<file path="config.mk">
export PLATFORM = sky130hd
export DESIGN_NAME = conversor_display
export DESIGN_NICKNAME = d
export VERILOG_FILES = /design/src/rtl/calc_pkg.sv /design/src/rtl/decod_7seg.sv /design/src/rtl/conversor_display.sv
export SDC_FILE = /design/constraint.sdc
export NUM_CORES = 1
export LEC_CHECK = 0
export ABC_CLOCK_PERIOD_IN_PS = 2670
export CAP_MARGIN = 25
export CORE_MARGIN = 5
export CORE_UTILIZATION = 55
export DETAILED_ROUTE_END_ITERATION = 10
export PLACE_DENSITY = 0.8
export SKIP_LAST_GASP = 1
export SYNTH_ARGS = -nofsm -noshare
export SYNTH_HDL_FRONTEND = slang
export SYNTH_SLANG_ARGS = --single-unit
</file>
<file path="constraint.sdc">
create_clock -name clk -period 2.67 [get_ports clk]
set_input_delay 0.534 -clock clk [delete_from_list [all_inputs] [get_ports clk]]
set_output_delay 0.534 -clock clk [all_outputs]
set_load 0.02 [all_outputs]
</file>
<file path="src/rtl/calc_pkg.sv">
// rtl/calc_pkg.sv - shared state encoding, size defaults and segment codes
package calc_pkg;

    typedef enum logic [1:0] {
        OCIOSO   = 2'd0,
        CONVERTE = 2'd1,
        ATUALIZA = 2'd2
    } estado_t;

    localparam int N_BITS_DEF    = 14;
    localparam int N_DIGITOS_DEF = 5;

    // Active-low segments, bit6..bit0 = g,f,e,d,c,b,a
    localparam logic [6:0] SEG_0     = 7'h40;
    localparam logic [6:0] SEG_1     = 7'h79;
    localparam logic [6:0] SEG_2     = 7'h24;
    localparam logic [6:0] SEG_3     = 7'h30;
    localparam logic [6:0] SEG_4     = 7'h19;
    localparam logic [6:0] SEG_5     = 7'h12;
    localparam logic [6:0] SEG_6     = 7'h02;
    localparam logic [6:0] SEG_7     = 7'h78;
    localparam logic [6:0] SEG_8     = 7'h00;
    localparam logic [6:0] SEG_9     = 7'h10;
    localparam logic [6:0] SEG_BLANK = 7'h7F;
    localparam logic [6:0] SEG_MINUS = 7'h3F;

endpackage

</file>
<file path="src/rtl/decod_7seg.sv">
// rtl/decod_7seg.sv - combinational BCD digit to active-low 7-segment decoder
module decod_7seg
    import calc_pkg::*;
(
    input  logic [3:0] bcd,
    output logic [6:0] seg
);

    always_comb begin
        case (bcd)
            4'd0:    seg = SEG_0;
            4'd1:    seg = SEG_1;
            4'd2:    seg = SEG_2;
            4'd3:    seg = SEG_3;
            4'd4:    seg = SEG_4;
            4'd5:    seg = SEG_5;
            4'd6:    seg = SEG_6;
            4'd7:    seg = SEG_7;
            4'd8:    seg = SEG_8;
            4'd9:    seg = SEG_9;
            default: seg = SEG_BLANK;
        endcase
    end

endmodule

</file>
<file path="src/rtl/conversor_display.sv">
// rtl/conversor_display.sv - binary result to signed 7-segment display via serial double dabble
module conversor_display
    import calc_pkg::*;
#(
    parameter int N_BITS    = N_BITS_DEF,
    parameter int N_DIGITOS = N_DIGITOS_DEF
) (
    input  logic              clk,
    input  logic              rst_n,
    input  logic [N_BITS-1:0] Y,
    input  logic              sinal,
    input  logic              EN,
    output logic [6:0]        HEX0,
    output logic [6:0]        HEX1,
    output logic [6:0]        HEX2,
    output logic [6:0]        HEX3,
    output logic [6:0]        HEX4,
    output logic [6:0]        HEX5,
    output logic              pronto
);

    localparam int BCD_W = 4 * N_DIGITOS;
    localparam int CNT_W = (N_BITS > 1) ? $clog2(N_BITS) : 1;

    estado_t              state_q, state_d;
    logic [CNT_W-1:0]     cnt_q, cnt_d;
    logic [BCD_W-1:0]     bcd_q, bcd_d, bcd_adj;
    logic [N_BITS-1:0]    bin_q, bin_d;
    logic [N_BITS:0]      cap_q, cap_d, last_q, last_d;
    logic                 valid_q, valid_d, en_q, en_d, pronto_q, pronto_d;
    logic [5:0][6:0]      dig_q, dig_d, hex_q, hex_d, new_dig;
    logic [N_DIGITOS-1:0][6:0] seg;

    genvar g;
    generate
        for (g = 0; g < N_DIGITOS; g++) begin : g_dec
            decod_7seg u_dec (
                .bcd (bcd_q[4*g +: 4]),
                .seg (seg[g])
            );
        end
    endgenerate

    always_comb begin
        for (int i = 0; i < N_DIGITOS; i++) begin
            bcd_adj[4*i +: 4] = (bcd_q[4*i +: 4] >= 4'd5) ? bcd_q[4*i +: 4] + 4'd3
                                                          : bcd_q[4*i +: 4];
        end
    end

    // Leading-zero blanking: scan from the top digit; units digit is always shown
    always_comb begin
        logic lead;
        lead    = 1'b1;
        new_dig = {6{SEG_BLANK}};
        for (int i = N_DIGITOS - 1; i >= 0; i--) begin
            if (bcd_q[4*i +: 4] != 4'd0 || i == 0) begin
                lead = 1'b0;
            end
            new_dig[i] = lead ? SEG_BLANK : seg[i];
        end
        new_dig[5] = (cap_q[0] && cap_q[N_BITS:1] != '0) ? SEG_MINUS : SEG_BLANK;
    end

    always_comb begin
        state_d  = state_q;
        cnt_d    = cnt_q;
        bcd_d    = bcd_q;
        bin_d    = bin_q;
        cap_d    = cap_q;
        last_d   = last_q;
        valid_d  = valid_q;
        pronto_d = pronto_q;
        dig_d    = dig_q;
        en_d     = EN;
        case (state_q)
            OCIOSO: begin
                if (!valid_q || {Y, sinal} != last_q) begin
                    cap_d    = {Y, sinal};
                    bin_d    = Y;
                    bcd_d    = '0;
                    cnt_d    = '0;
                    pronto_d = 1'b0;
                    state_d  = CONVERTE;
                end
            end
            CONVERTE: begin
                {bcd_d, bin_d} = {bcd_adj, bin_q} << 1;
                cnt_d          = cnt_q + CNT_W'(1);
                if (cnt_q == CNT_W'(N_BITS - 1)) begin
                    cnt_d   = '0;
                    state_d = ATUALIZA;
                end
            end
            ATUALIZA: begin
                dig_d    = new_dig;
                last_d   = cap_q;
                valid_d  = 1'b1;
                pronto_d = 1'b1;
                state_d  = OCIOSO;
            end
            default: state_d = OCIOSO;
        endcase
        hex_d = en_q ? dig_d : {6{SEG_BLANK}};
    end

    always_ff @(posedge clk or negedge rst_n) begin
        if (!rst_n) begin
            state_q  <= OCIOSO;
            cnt_q    <= '0;
            bcd_q    <= '0;
            bin_q    <= '0;
            cap_q    <= '0;
            last_q   <= '0;
            valid_q  <= 1'b0;
            en_q     <= 1'b0;
            pronto_q <= 1'b0;
            dig_q    <= {6{SEG_BLANK}};
            hex_q    <= {6{SEG_BLANK}};
        end else begin
            state_q  <= state_d;
            cnt_q    <= cnt_d;
            bcd_q    <= bcd_d;
            bin_q    <= bin_d;
            cap_q    <= cap_d;
            last_q   <= last_d;
            valid_q  <= valid_d;
            en_q     <= en_d;
            pronto_q <= pronto_d;
            dig_q    <= dig_d;
            hex_q    <= hex_d;
        end
    end

    assign HEX0   = hex_q[0];
    assign HEX1   = hex_q[1];
    assign HEX2   = hex_q[2];
    assign HEX3   = hex_q[3];
    assign HEX4   = hex_q[4];
    assign HEX5   = hex_q[5];
    assign pronto = pronto_q;

endmodule

</file>
Word-level counts from Yosys, hierarchy flattened --
Memory sizes are Yosys's and may differ from the RTL's. Cells that the tools add are included.
Storage, ports and cells: register bits after elaboration 157, latch bits 0, RAM bits 0, ROM bits 560, output and inout port bits 43, memories kept 5
Cells by class: $add $sub $neg 6, $mul 0, divide/modulo/power cells 0, magnitude comparators 5, equality and inequality tests 6, shift-type cells 0, mux-type cells 28, bitwise logic cells 0, reductions and logical operators 15
Memories:
- (no name shown) | depth 16, bits a word 7, rd ports 1, clocked after memory_dff 0, write ports 0, line decod_7seg.sv:10 | case (bcd)
- (no name shown) | depth 16, bits a word 7, rd ports 1, clocked after memory_dff 0, write ports 0, line decod_7seg.sv:10
- (no name shown) | depth 16, bits a word 7, rd ports 1, clocked after memory_dff 0, write ports 0, line decod_7seg.sv:10
- (no name shown) | depth 16, bits a word 7, rd ports 1, clocked after memory_dff 0, write ports 0, line decod_7seg.sv:10
- (no name shown) | depth 16, bits a word 7, rd ports 1, clocked after memory_dff 0, write ports 0, line decod_7seg.sv:10
Operator list (count):
- two-way mux 42 bit | 2
- case mux 20 bit (2 select lines) | 1
- two-way mux 7 bit | 5
- case mux 14 bit (2 select lines) | 1
- two-way mux 4 bit | 6
- greater-or-equal comparator 4 x 3 -> 1 bit, second input constant | 5
- two-way mux 20 bit | 1
- adder 4 x 2 -> 4 bit, second input constant | 4
- nonzero test 4 bit | 4
- inequality test 15 bit | 1
- two-way mux 14 bit | 1
- nonzero test 14 bit | 1
- case mux 4 bit (2 select lines) | 1
- AND reduction 2 bit | 4
- two-way mux 1 bit | 5
- adder 4 x 1 -> 4 bit, second input constant | 1
- == test 4 bit, second input constant | 1
- two-way mux 2 bit | 2
- inequality test 2 bit, second input constant | 2
- case mux 2 bit (2 select lines) | 1
- nonzero test 2 bit | 2
- adder 3 x 2 -> 3 bit, second input constant | 1
- two-way mux 3 bit | 1
- == test 2 x 1 -> 1 bit, second input constant | 1
- 6 further kinds | 6

Depth between registers and ports, before layout --
depth in word-level cells 8, gate-level depth with buffers 7, mapped depth without buffers 7

By module --
Synthesis repeated with hierarchy kept, for this count alone.
Second synthesis, totals: cells, all modules 717, area, all modules 7499.7 µm²
Modules (own cells, without submodules):
- conversor_display | instances 1, cells each 566, area an instance 6492.5 µm², sequential area each 4033.9 µm²
- decod_7seg at g_dec[1].u_dec ... | instances 3, cells each 30, area an instance 202.7 µm², sequential area each 0.0 µm²
- decod_7seg at g_dec[0].u_dec | instances 1, cells each 31, area an instance 200.2 µm², sequential area each 0.0 µm²
- decod_7seg at g_dec[2].u_dec | instances 1, cells each 30, area an instance 198.9 µm², sequential area each 0.0 µm²

Least setup slack after synthesis --
OpenSTA, ideal clock, no wires.
path kind input to register, start input Y[9], end register cap_q[10], setup time 0.125 ns, arrival time 2.065 ns, data required time 2.545 ns, path slack 0.480 ns, stages on the path 7, buffers on the path 2, cells stage by stage xnor2_1 nand4_1 or4_1 buf_6 nand3_4 buf_12 mux2_4
On the way: cells in the longest elaborated chain, start to end 3
Ends and longest elaborated chain:
- start: declaration | line conversor_display.sv:10 | input logic [N_BITS-1:0] Y,
- inequality test 15 bit | line conversor_display.sv:78 | if (!valid_q || {Y, sinal} != last_q) begin
- logical OR 1 bit | line conversor_display.sv:78
- AND reduction 2 bit (no source line)
- end signal: assignment | line conversor_display.sv:125 | cap_q <= cap_d;
- end: declaration | line conversor_display.sv:29 | logic [N_BITS:0] cap_q, cap_d, last_q, last_d;
Several ways; a longest one is shown, not always the timed one. A chain may end at the register's enable or synchronous reset.

Worst setup path after layout --
start input Y[3], end register cap_q[2]
On the way: cells in the longest elaborated chain, start to end 3
Ends and longest elaborated chain (line):
- inequality test 15 bit | conversor_display.sv:78
- logical OR 1 bit | conversor_display.sv:78
- AND reduction 2 bit (no source line)
No other way between the ends.

==> flow_summary.ini <==
[run_status]
status = finished, final reports clean

[detailed_routing]
routed_wl_um = 16100
vias_per_cell = 5.68
vias = 5425
first_pass_iters = 5
drtIter0Drc = 462
wl_per_cell_um = 16.9
route.detailed.drc = 0
ant_nets = 0

[placed_design]
pre_cts_slack_ps = -129
routabilityCongestion = 0.907
portBuffers = 60
dp_hpwl_um = 11400

[setup_path]
end_kind = register
crit_slowest_cell = or4_1
crit_fanout = 14
cpPeakStageDelay_ps = 630
crit_required_ps = 2970
cp_num_buf_inv = 1
worstPathCellList = clkdlybuf4s50_1 > xnor2_1 > nand4_1 > or4_1 > nand3_4 > mux2_2
critical_path_arrival_ps = 2660
crit_type = input pin to register
critPathTopFamily = simple AND/OR/NAND/NOR gates
start_kind = input pin

[layout]
utilization_pct = 67.3
fin_nets = 816
drive_gt1_share_pct = 24.0
diodes = 0
synthToLayoutAreaGrowth_pct = 20.5

[synth]
synthCells = 689
yosysTopAreaCell = dfstp_2
synth.net_count = 739
netlist_area_um2 = 7340
syn_avg_cell_area_um2 = 10.6
synth_edf_count = 0
synth_top_area_share_pct = 30.1
synth_ff_type = dfstp_2
yosysWarnings = 0
yosysUniqueCellTypes = 56
ys_async_sr_fraction_pct = 100
yosysSeqAreaShare_pct = 55.0
ys_ff_latch = 157
netlist_top_cells_area = dfstp_2 30%, dfrtp_1 25%, ha_1 5.5%

[pwr]
p_int_uw = 6940
switching_share_pct = 35.8
power-per-cell-area_nw_per_um2 = 1220
switching_power_uw = 3870
vdd_drop_max_mv = 0.549
finalPower_uw = 10800
seqPwrFrac_pct = 40.3
p_leak_uw = 0.00375
pwr-share-clk_pct = 21.4
comb_power_share_pct = 38.4

[timing]
rsz0062_at_grt = false
clock.fmax_mhz = 424
setup-violations-final = 0
setup_slack_ps = 313
drv_slew = 0
slew_headroom_pct = 39.7
hold_viol = 0
fin_crit_ps = 2360
worstMarginPinSlew_ps = 904
finalCritPeriodShare_pct = 88.3
fin_skew_ps = 8.16

[grt]
overflow = 0
antenna_found_initial = 0
grt_max_degree = 65
grt_pass1_wl_um = 27500
grt_pass1_vias = 5640
grtUsageTotal_pct = 21.4

[clocking]
clkSinkCount = 157
cts_max_level = 4
cts_resized = 0
cts_tree = done
cts_setup_buffers = 0
insertion_delay_ps = 420
cts_buffers = 17
root_buffer = clkbuf_16
cts.clk_slew.worst_paths_ps = 60
ctsHoldBuffers = 0
ctsLongestPathBuffers = 2

[floorplanning]
ios = 61
die_y_um = 125
die-area_um2 = 15700
die_w_um = 125
initial_core_util_pct = 55.8
rows = 42
core_area_um2 = 13100

[flow_run]
maxCapViolCount = 0

[hold_path]
holdCritPathClass = input pin to async pin
==> worst paths after layout <==
kind | depth (start not counted) | slack [ps] | end | start
worst max-delay path | 6 | 310 | cap_q[2] | Y[3]
worst min-delay path | 1 | 120 | en_q | rst_n
worst max register to register | 8 | 330 | HEX1[4] | bcd_q[16]
worst min register to register | 2 | 480 | dig_q[5] | dig_q[5]
max in group asynchronous | 2 | 1780 | dig_q[41] | rst_n
min in group clk | 2 | 480 | dig_q[5] | dig_q[5]
==> per-stage QoR <==
step,setup TNS (ps),instances,hold slack [ps],instance area (um2)
after floorplan,0,689,238,7340
after global placement,-81.6,923,465,8270
after detailed placement,-1170,923,472,8270
after CTS,0,955,125,8840
after global routing,0,955,150,8840
final,0,955,115,8840
==> per-layer routing <==
layer / share of wire (%) / track usage, %
met3: 4.8 / 4.99
met5: 0 / 0
met2: 50 / 35.5
met1: 42 / 27.1
met4: 3.0 / 8.61
==> flip-flops by register name, indices dropped and copies added (netlist names), 2 cells and up <==
name and cells:
cap_q 15, HEX1 7, cnt_q 4, HEX4 7
HEX0 7, last_q 15, HEX2 7, bin_q 14
HEX3 7, bcd_q 20, state_q 2, dig_q 42
HEX5 7
==> synthesized netlist by cell type (4+ instances only) <==
| cell type | count |
|---|---|
| xnor2_1 | 20 |
| nor2b_1 | 5 |
| nand4_1 | 5 |
| o22a_1 | 16 |
| o21a_1 | 7 |
| dfrtp_1 | 73 |
| a31oi_1 | 8 |
| dfstp_2 | 84 |
| and3_1 | 4 |
| o22ai_1 | 26 |
| nor3_1 | 46 |
| or2_2 | 16 |
| nand3_1 | 8 |
| nor2_1 | 33 |
| inv_1 | 20 |
| mux2_2 | 7 |
| mux2_4 | 9 |
| a21oi_1 | 34 |
| o21ai_0 | 24 |
| or3_1 | 6 |
| clkbuf_1 | 30 |
| o211ai_1 | 9 |
| nand2b_1 | 29 |
| nand2_1 | 86 |
| ha_1 | 32 |
| buf_1 | 4 |
| o31ai_1 | 5 |
==> cells by family (layout without fill, tap and decap cells) <==
group                    after synthesis  in the layout  share of synthesized area [%]
AO/OA/AOI/OAI                        152            152                           13.7
XOR/XNOR                              21             21                           2.51
adder cells (fa/ha/maj)               32             32                           5.46
buffers and inverters                 61            151                           3.46
flip-flops                           157            157                           55.0
multiplexers                          19             19                           3.33
AND/OR/NAND/NOR                      247            247                           16.5
==> placed cells by master, fill, tap and decap left out, types with 26 or more instances in the layout <==
| cell type | Yosys | routed |
|---|---|---|
| dfrtp_1 | 73 | 73 |
| o22ai_1 | 26 | 26 |
| buf_4 | 0 | 34 |
| nor3_1 | 46 | 46 |
| ha_1 | 32 | 32 |
| nand2b_1 | 29 | 29 |
| dfstp_2 | 84 | 84 |
| clkdlybuf4s50_1 | 0 | 59 |
| nor2_1 | 33 | 33 |
| a21oi_1 | 34 | 34 |
| nand2_1 | 86 | 86 |
==> power groups by stage <==
stage                     Combinational [uW]  Clock, uW  Sequential [uW]
after CTS                               4150       2350             4350
after global placement                  3890          0             4320
after global routing                    4600       2460             4480
after detailed placement                4110          0             4360
final                                   4150       2310             4350
after floorplan                         2860          0             4290
==> final cells by class <==
class | count | area, um2
clock buffers | 24 | 472
clock inverters | 8 | 91.3
fillers | 979 | 4300
inverters | 24 | 90.1
multi-input cells | 471 | 3050
flip-flops and latches | 157 | 4030
well taps | 176 | 220
repair buffers | 95 | 877
(Power assumes the default switching activity.)
